===== src/rtl/id_pkg.sv =====
// Shared constants for the MIPS instruction-decode stage.
package id_pkg;

    localparam logic [5:0] OP_RTYPE = 6'b000000;
    localparam logic [5:0] OP_J     = 6'b000010;
    localparam logic [5:0] OP_BEQ   = 6'b000100;
    localparam logic [5:0] OP_BNE   = 6'b000101;
    localparam logic [5:0] OP_LW    = 6'b100011;

    localparam logic [31:0] NOP_INST = 32'h0;
    localparam logic [4:0]  REG_ZERO = 5'd0;

endpackage


===== src/rtl/id_stage_reg_file.sv =====
// 32x32 register file: two write-first read ports, one write port, r0 hardwired to zero.
module reg_file
    import id_pkg::*;
(
    input  logic        clk_i,
    input  logic        rst_i,
    input  logic [4:0]  ra1_i,
    input  logic [4:0]  ra2_i,
    input  logic        we_i,
    input  logic [4:0]  wa_i,
    input  logic [31:0] wd_i,
    output logic [31:0] rd1_o,
    output logic [31:0] rd2_o
);

    logic [31:0] regs_q [32];
    logic [31:0] regs_d [32];
    logic        wr_en;

    assign wr_en = we_i && (wa_i != REG_ZERO);

    always_comb begin
        regs_d = regs_q;
        if (wr_en) begin
            regs_d[wa_i] = wd_i;
        end
    end

    always_ff @(posedge clk_i) begin
        if (rst_i) begin
            for (int i = 0; i < 32; i++) begin
                regs_q[i] <= 32'h0;
            end
        end else begin
            regs_q <= regs_d;
        end
    end

    // Same-cycle writeback is bypassed so ID sees the value being written.
    always_comb begin
        rd1_o = 32'h0;
        rd2_o = 32'h0;
        if (ra1_i != REG_ZERO) begin
            rd1_o = (wr_en && wa_i == ra1_i) ? wd_i : regs_q[ra1_i];
        end
        if (ra2_i != REG_ZERO) begin
            rd2_o = (wr_en && wa_i == ra2_i) ? wd_i : regs_q[ra2_i];
        end
    end

endmodule


===== src/rtl/id_stage.sv =====
// MIPS ID stage: IF/ID register, register file, beq/bne/j resolution and hazard detection.
// Define ID_BNE_EN to decode bne as a branch; otherwise opcode 000101 is a plain instruction.
module id_stage
    import id_pkg::*;
(
    input  logic        clk,
    input  logic        rst,
    input  logic [31:0] nextInstAdr,
    input  logic [31:0] Inst,
    input  logic        wbRegWrite,
    input  logic [4:0]  wbWriteReg,
    input  logic [31:0] wbWriteData,
    input  logic        exRegWrite,
    input  logic        exMemRead,
    input  logic [4:0]  exWriteReg,
    input  logic        memRegWrite,
    input  logic [4:0]  memWriteReg,
    output logic        pcWrite,
    output logic        flush,
    output logic        PcSrc,
    output logic        jmp,
    output logic [31:0] beqAdr,
    output logic [25:0] jmpAdr,
    output logic [31:0] readData1,
    output logic [31:0] readData2,
    output logic [31:0] signExtImm,
    output logic [4:0]  rs,
    output logic [4:0]  rt,
    output logic [4:0]  rd,
    output logic [5:0]  opcode,
    output logic [5:0]  funct,
    output logic [31:0] idPc4,
    output logic        idExBubble
);

    logic [31:0] instr_q, instr_d;
    logic [31:0] pc4_q, pc4_d;
    logic [31:0] rf_rd1, rf_rd2;
    logic [5:0]  op_f;
    logic [4:0]  rs_f, rt_f;
    logic [31:0] imm_ext;
    logic        is_j, is_beq, is_bne, is_br;
    logic        ex_hit, mem_hit, load_use, br_haz, stall, taken;

    assign op_f    = instr_q[31:26];
    assign rs_f    = instr_q[25:21];
    assign rt_f    = instr_q[20:16];
    assign imm_ext = {{16{instr_q[15]}}, instr_q[15:0]};

    reg_file u_reg_file (
        .clk_i (clk),
        .rst_i (rst),
        .ra1_i (rs_f),
        .ra2_i (rt_f),
        .we_i  (wbRegWrite),
        .wa_i  (wbWriteReg),
        .wd_i  (wbWriteData),
        .rd1_o (rf_rd1),
        .rd2_o (rf_rd2)
    );

    always_comb begin
        is_j   = (op_f == OP_J);
        is_beq = (op_f == OP_BEQ);
`ifdef ID_BNE_EN
        is_bne = (op_f == OP_BNE);
`else
        is_bne = 1'b0;
`endif
        is_br    = is_beq || is_bne;
        ex_hit   = (exWriteReg != REG_ZERO) && (exWriteReg == rs_f || exWriteReg == rt_f);
        mem_hit  = (memWriteReg != REG_ZERO) && (memWriteReg == rs_f || memWriteReg == rt_f);
        load_use = exMemRead && ex_hit && !is_j;
        br_haz   = is_br && ((exRegWrite && ex_hit) || (memRegWrite && mem_hit));
        stall    = load_use || br_haz;
        taken    = (is_beq && (rf_rd1 == rf_rd2)) || (is_bne && (rf_rd1 != rf_rd2));
    end

    always_comb begin
        instr_d = stall ? instr_q : Inst;
        pc4_d   = stall ? pc4_q : nextInstAdr;
    end

    always_ff @(posedge clk) begin
        if (rst) begin
            instr_q <= NOP_INST;
            pc4_q   <= 32'h0;
        end else begin
            instr_q <= instr_d;
            pc4_q   <= pc4_d;
        end
    end

    // While reset is held every output shows its cleared value, independent of pending state.
    always_comb begin
        pcWrite    = 1'b1;
        idExBubble = 1'b0;
        PcSrc      = 1'b0;
        jmp        = 1'b0;
        flush      = 1'b0;
        beqAdr     = 32'h0;
        jmpAdr     = 26'h0;
        readData1  = 32'h0;
        readData2  = 32'h0;
        signExtImm = 32'h0;
        rs         = 5'd0;
        rt         = 5'd0;
        rd         = 5'd0;
        opcode     = 6'd0;
        funct      = 6'd0;
        idPc4      = 32'h0;
        if (!rst) begin
            pcWrite    = !stall;
            idExBubble = stall;
            PcSrc      = taken && !stall;
            jmp        = is_j && !stall;
            flush      = (taken || is_j) && !stall;
            beqAdr     = pc4_q + {imm_ext[29:0], 2'b00};
            jmpAdr     = instr_q[25:0];
            readData1  = rf_rd1;
            readData2  = rf_rd2;
            signExtImm = imm_ext;
            rs         = rs_f;
            rt         = rt_f;
            rd         = instr_q[15:11];
            opcode     = op_f;
            funct      = instr_q[5:0];
            idPc4      = pc4_q;
        end
    end

endmodule


===== config.mk =====
export PLATFORM = sky130hd
export DESIGN_NAME = id_stage
export DESIGN_NICKNAME = d
export VERILOG_FILES = /design/src/rtl/id_pkg.sv /design/src/rtl/id_stage_reg_file.sv /design/src/rtl/id_stage.sv
export SDC_FILE = /design/constraint.sdc
export NUM_CORES = 2
export LEC_CHECK = 0
export CAP_MARGIN = 20
export CORE_MARGIN = 4
export CORE_UTILIZATION = 55
export CTS_CLUSTER_DIAMETER = 60
export DETAILED_ROUTE_END_ITERATION = 10
export GPL_ROUTABILITY_DRIVEN = 0
export PLACE_DENSITY = 0.86
export SYNTH_ARGS = -nofsm -noshare
export SYNTH_HDL_FRONTEND = slang
export SYNTH_SLANG_ARGS = --single-unit

===== constraint.sdc =====
create_clock -name clk -period 4.4 [get_ports clk]
set_clock_uncertainty 0.15 [all_clocks]
set_input_delay 0.88 -clock clk [delete_from_list [all_inputs] [get_ports clk]]
set_output_delay 0.88 -clock clk [all_outputs]
set_load 0.01 [all_outputs]

==> qor.yml, run 1 <==
run_status:
  status: "did not finish"
  haltStage: "global routing (5_1_grt)"
  firstError: "[ERROR GRT-0116] Global routing finished with congestion. Check the congestion regions in the DRC Viewer."
place:
  dp_slack_ps: -1520
  port_buffers: 334
  hpwl_mm: 181
  dp.cells: 8871
yosys:
  synth.avg_cell_area_um2: 8.61
  synth_ff_type: "dfxtp_1"
  yosys-top-cells-area: "dfxtp_1 (37%), mux4_2 (16%), nand2_1 (14%)"
  ys_ff_latch: 1088
  synth_cell_types: 99
  yosysTopAreaCell: "dfxtp_1"
  synth_edf_count: 0
  ys_seq_area_frac: 0.370
  synthArstFlopShare: 0
  syn_nets: 6976
  syn-cell-area_um2: 58800
  postSynthCellCount: 6829
  synth_warnings: 0
  netlist.area_leader.share: 0.370
die:
  rows: 119
  start_util: 0.556
  die_height_um: 335
  io_pins: 335
  die_w_um: 335
clocking:
  htreeDepth: 3
  cts_buffers: 110
  clock_path_buffers: 3
  clock_sinks: 1088
  cts-root-buf: "clkbuf_16"
global_route:
  grt_overflow: 834
  grt_max_degree: 241
  grt_pass1_vias: 82700
  grt_pass1_wl_mm: 629
  groute.usage.overall: 0.760
[routing by layer]
layer	GRT overflow	GRT usage
met2	323	0.847
met3	99	0.714
met1	104	0.743
met4	294	0.736
met5	14	0.557
[per-stage QoR]
step	area [um^2]	hold slack [ps]
after floorplan	58800	291
after global placement	69800	298
after detailed placement	69800	307
after CTS	77600	316
[cell usage after synthesis, types with 20 or more instances]
cell type	n
o221ai_1	47
a211oi_1	30
nor2_1	219
mux2_2	47
mux2i_1	253
nor3_1	50
o21ai_0	38
dfxtp_1	1088
and2_1	20
ha_1	29
buf_2	71
buf_4	93
xnor2_1	46
mux4_2	430
o22ai_1	25
a22o_1	27
a21oi_1	1076
a221oi_1	30
a22oi_1	49
clkbuf_1	509
nand2_1	2125
buf_6	32
nor2b_1	115
nand3_1	35
[repair_timing]
item                       4_1_cts
setup endpoints to repair       89
gates cloned                    10
buffers inserted               158
resized for setup              839
pin swaps                      139
hold buffers                     0
[kinds of logic after synthesis]
| kind of cell | Yosys count | synth area share |
|---|---|---|
| and+or+nand+nor | 2677 | 0.185 |
| AOI/OAI and AO/OA | 1476 | 0.146 |
| DFF | 1088 | 0.370 |
| buffers and inverters | 758 | 0.0625 |
| muxes | 738 | 0.220 |
| xor gates and xnor gates | 62 | 0.00936 |
| adders and majority gates | 30 | 0.00651 |
==> run 2: changes to the inputs <==
--- a/config.mk
+++ b/config.mk
@@ -7,11 +7,10 @@
 export LEC_CHECK = 0
 export CAP_MARGIN = 20
 export CORE_MARGIN = 4
-export CORE_UTILIZATION = 55
-export CTS_CLUSTER_DIAMETER = 60
+export CORE_UTILIZATION = 40
 export DETAILED_ROUTE_END_ITERATION = 10
 export GPL_ROUTABILITY_DRIVEN = 0
-export PLACE_DENSITY = 0.86
+export PLACE_DENSITY_LB_ADDON = 0.15
 export SYNTH_ARGS = -nofsm -noshare
 export SYNTH_HDL_FRONTEND = slang
 export SYNTH_SLANG_ARGS = --single-unit
==> constraint.sdc (replaced) <==
create_clock -name clk -period 5.7 [get_ports clk]
set_clock_uncertainty 0.15 [all_clocks]
set_input_delay 1.14 -clock clk [delete_from_list [all_inputs] [get_ports clk]]
set_output_delay 1.14 -clock clk [all_outputs]
set_load 0.01 [all_outputs]
==> qor.yml, run 2 <==
routing:
  wirelength_mm: 301
  detail_route.wl_per_cell_um: 32.4
  first_iter_violations: 9419
  vias_per_cell: 6.37
  dr_total_vias: 59100
  highest_layer: "met5"
  dr_wl_met2_mm: 121
  postRouteAntennaNets: 0
  firstDrtPassIters: 8
  drc: 0
  route.met3.wl_mm: 44.7
  wl_met1_mm: 111
final_layout:
  layout_commonest_cell: "nand2_1"
  fill_cells: 13600
  drive_gt1_frac: 0.216
  final_cell_area_um2: 73000
  regMostFlops: "u_reg_file.regs_q"
  largest_register_ffs: 1024
  stdcell_count: 9274
  final_nets: 7402
  largestRegisters: "u_reg_file.regs_q: 1024 flops, instr_q: 32 flops, pc4_q: 32 flops"
  final_cell_mix: "nand2_1 (2,094), dfxtp_1 (1,078), a21oi_1 (1,073)"
  syn_to_final_growth_pct: 24.2
timing:
  setup_viol: 10
  final_hold_viol_count: 0
  timing.fmax_mhz: 168
  rsz0062_at_grt: "true"
  tightest_slew_ps: 1260
  maxSlewViolCount: 0
  period_needed_ps: 5940
  setup_ws_ps: -239
  timing.slew.headroom: 0.163
  post-route-period-util: 1.04
yosys:
  ys_ff_latch: 1088  # unchanged
  synth_edf_count: 0  # unchanged
  yosysMostFrequentCell: "nand2_1"
  synth_common_cells: "nand2_1 (2,125), dfxtp_1 (1,088), a21oi_1 (1,076)"
  ys_seq_area_frac: 0.370  # unchanged
  netlist.area_leader.share: 0.370  # unchanged
  synth.avg_cell_area_um2: 8.61  # unchanged
  syn-cell-area_um2: 58800  # unchanged
  postSynthCellCount: 6829  # unchanged
  yosysTopAreaCell: "dfxtp_1"
  syn_nets: 6976  # unchanged
  synthArstFlopShare: 0  # unchanged
  synth_warnings: 0  # unchanged
  yosys-top-cells-area: "dfxtp_1 (37%), mux4_2 (16%), nand2_1 (14%)"
  synth_ff_type: "dfxtp_1"
  synth_cell_types: 99  # unchanged
run_status:
  violations: "setup timing"
  status: "finished, violations left"
critical_path:
  crit_buf_inv: 5
  timing.critical_path.arrival_ps: 4650
  crit_path_top_delay_cell: "a21boi_2"
  crit_cells: 14
  r2r_cells: 9
  path_class: "reg -> out"
  worst-path-max-fanout: 13
  crit_path_end_kind: "output port"
  regToRegEndpoint: "instr_q[5]"
  cp_common_cell: "buf_12"
  crit_chain: "buf_4 > buf_12 > inv_2 > buf_12 > mux2i_1 > o2111ai_2 > o211ai_1 > a21boi_2 > xnor2_1 > a31o_1 > a21oi_1 > a211oi_2 > and2_4 > buf_12"
  crit_family: "compound AO/OA/AOI/OAI gates"
  cp.required_ps: 4410
  critical-path-max-stage-delay_ps: 430
  r2r_start: "instr_q[23]"
  cp-start-kind: "flop"
  ff2ff_setup_slack_ps: 2410
die:
  io_pins: 335  # unchanged
  rows: 140  # +18%
  die_area_um2: 153000
  start_util: 0.403  # -0.153
  die_height_um: 391  # +17%
  coreArea_um2: 146000
  die_w_um: 391  # +17%
place:
  port_buffers: 334  # unchanged
  dp_slack_ps: -937  # +585 ps
  hpwl_mm: 198  # +9.7%
  dp.cells: 9002  # +1.5%
  dpl_cell_area_um2: 67700  # -3.0%
clocking:
  tritoncts: "built"
  clock_path_buffers: 3  # unchanged
  clock_sinks: 1088  # unchanged
  htreeDepth: 3  # unchanged
  cts-root-buf: "clkbuf_16"
  clkTransAtPathRegs_ps: 60
  worstSkewPairLatency_ps: 760
  cts_buffers: 119  # +8.2%
hold_path:
  min_from: "u_reg_file.regs_q[811]"
  hold_end: "u_reg_file.regs_q[811]"
  hold_class: "reg -> reg"
  hold_path_depth: 2
pwr:
  power.leakage_nw: 25.1
  p_seq_frac: 0.409
  power.density_nw_per_um2: 261
  swShare: 0.285
  internal-power_mw: 13.6
  vdd_drop_max_v: 0.000249
  p_sw_mw: 5.43
  pwr-share-clk: 0.430
  combPwrFrac: 0.162
run:
  drv_cap: 0
global_route:
  grt_overflow: 0
  grt_antenna_before_repair: 21
  grt_max_degree: 207
  groute.usage.overall: 0.378
  grt_pass1_wl_mm: 415
  grt_pass1_vias: 54700
[run 2: cell counts after synthesis]
No cell type changed its count.
[run 2: final cells by class]
cell class	instances	area, um^2	area share
diodes	10	25.0	0.000343
clock inverters	49	627	0.00859
multi-input cells	4983	34400	0.471
clock buffers	164	3380	0.0463
repair buffers	1044	10300	0.141
inverters	19	71.3	0.000977
flip-flops and latches	1088	21800	0.299
well taps	1917	2400	0.0329
[run 2: worst max path at each step]
stage                  startpoint  endpoint
floorplan           wbWriteReg[3]     PcSrc
global placement    wbWriteReg[1]     PcSrc
detailed placement  wbWriteReg[1]     PcSrc
CTS                   instr_q[16]     flush
global route          instr_q[16]     PcSrc
finish                instr_q[22]     PcSrc
[run 2: tightest hold or removal path, delay by kind of cell (launching register included)]
kind	cells	cell delay (ps)
flip-flops	1	310
AND/OR/NAND/NOR	1	50
AO/OA/AOI/OAI	1	50
[run 2: repair_timing]
action / CTS / global route
gates resized for setup: 65 / 104
buffers inserted: 18 / 29
hold endpoints to repair: 0 / 0
endpoints found under the setup margin: 32 / 26
hold buffers: 0 / 0
pin swaps: 13 / 46
gates cloned: 1 / 2
[run 2: routing by layer]
metal  global-route usage  vias up
met5                    0        -
met2                0.530     4635
li1                     -    24700
met1                0.486    28600
met4                0.257       18
met3                0.132     1112
[run 2: cells by family (layout without fill, tap and decap cells)]
group,after synthesis,count (layout),share of synthesized area
simple gates,2677,2677,0.185
compound gates,1476,1476,0.146
flops,1088,1088,0.370
buf+inv,758,1276,0.0625
mux,738,738,0.220
xor+xnor,62,62,0.00936
fa+ha+maj,30,30,0.00651
other cells,0,10,0
[run 2: power by group through the flow]
stage               Combinational (mW)  Sequential [mW]  Clock (mW)
finish                            3.08             7.78        8.17
global route                      3.13             7.78        8.49
CTS                               2.87             7.78        8.19
detailed placement                2.80             7.96           0
global placement                  2.80             7.95           0
floorplan                         1.43             7.90           0
[run 2: through the flow]
stage / hold slack [ps] / utilization / setup TNS [ps] / power, mW
after floorplan: 291 / - / 0 / 9.33
after global placement: 299 / 0.464 / -2930 / 10.7
after detailed placement: 306 / 0.464 / -3300 / 10.8
after CTS: 315 / 0.495 / -449 / 18.8
after global routing: 331 / 0.500 / -439 / 19.4
final: 312 / 0.500 / -911 / 19.0
(Power assumes the default switching activity.)
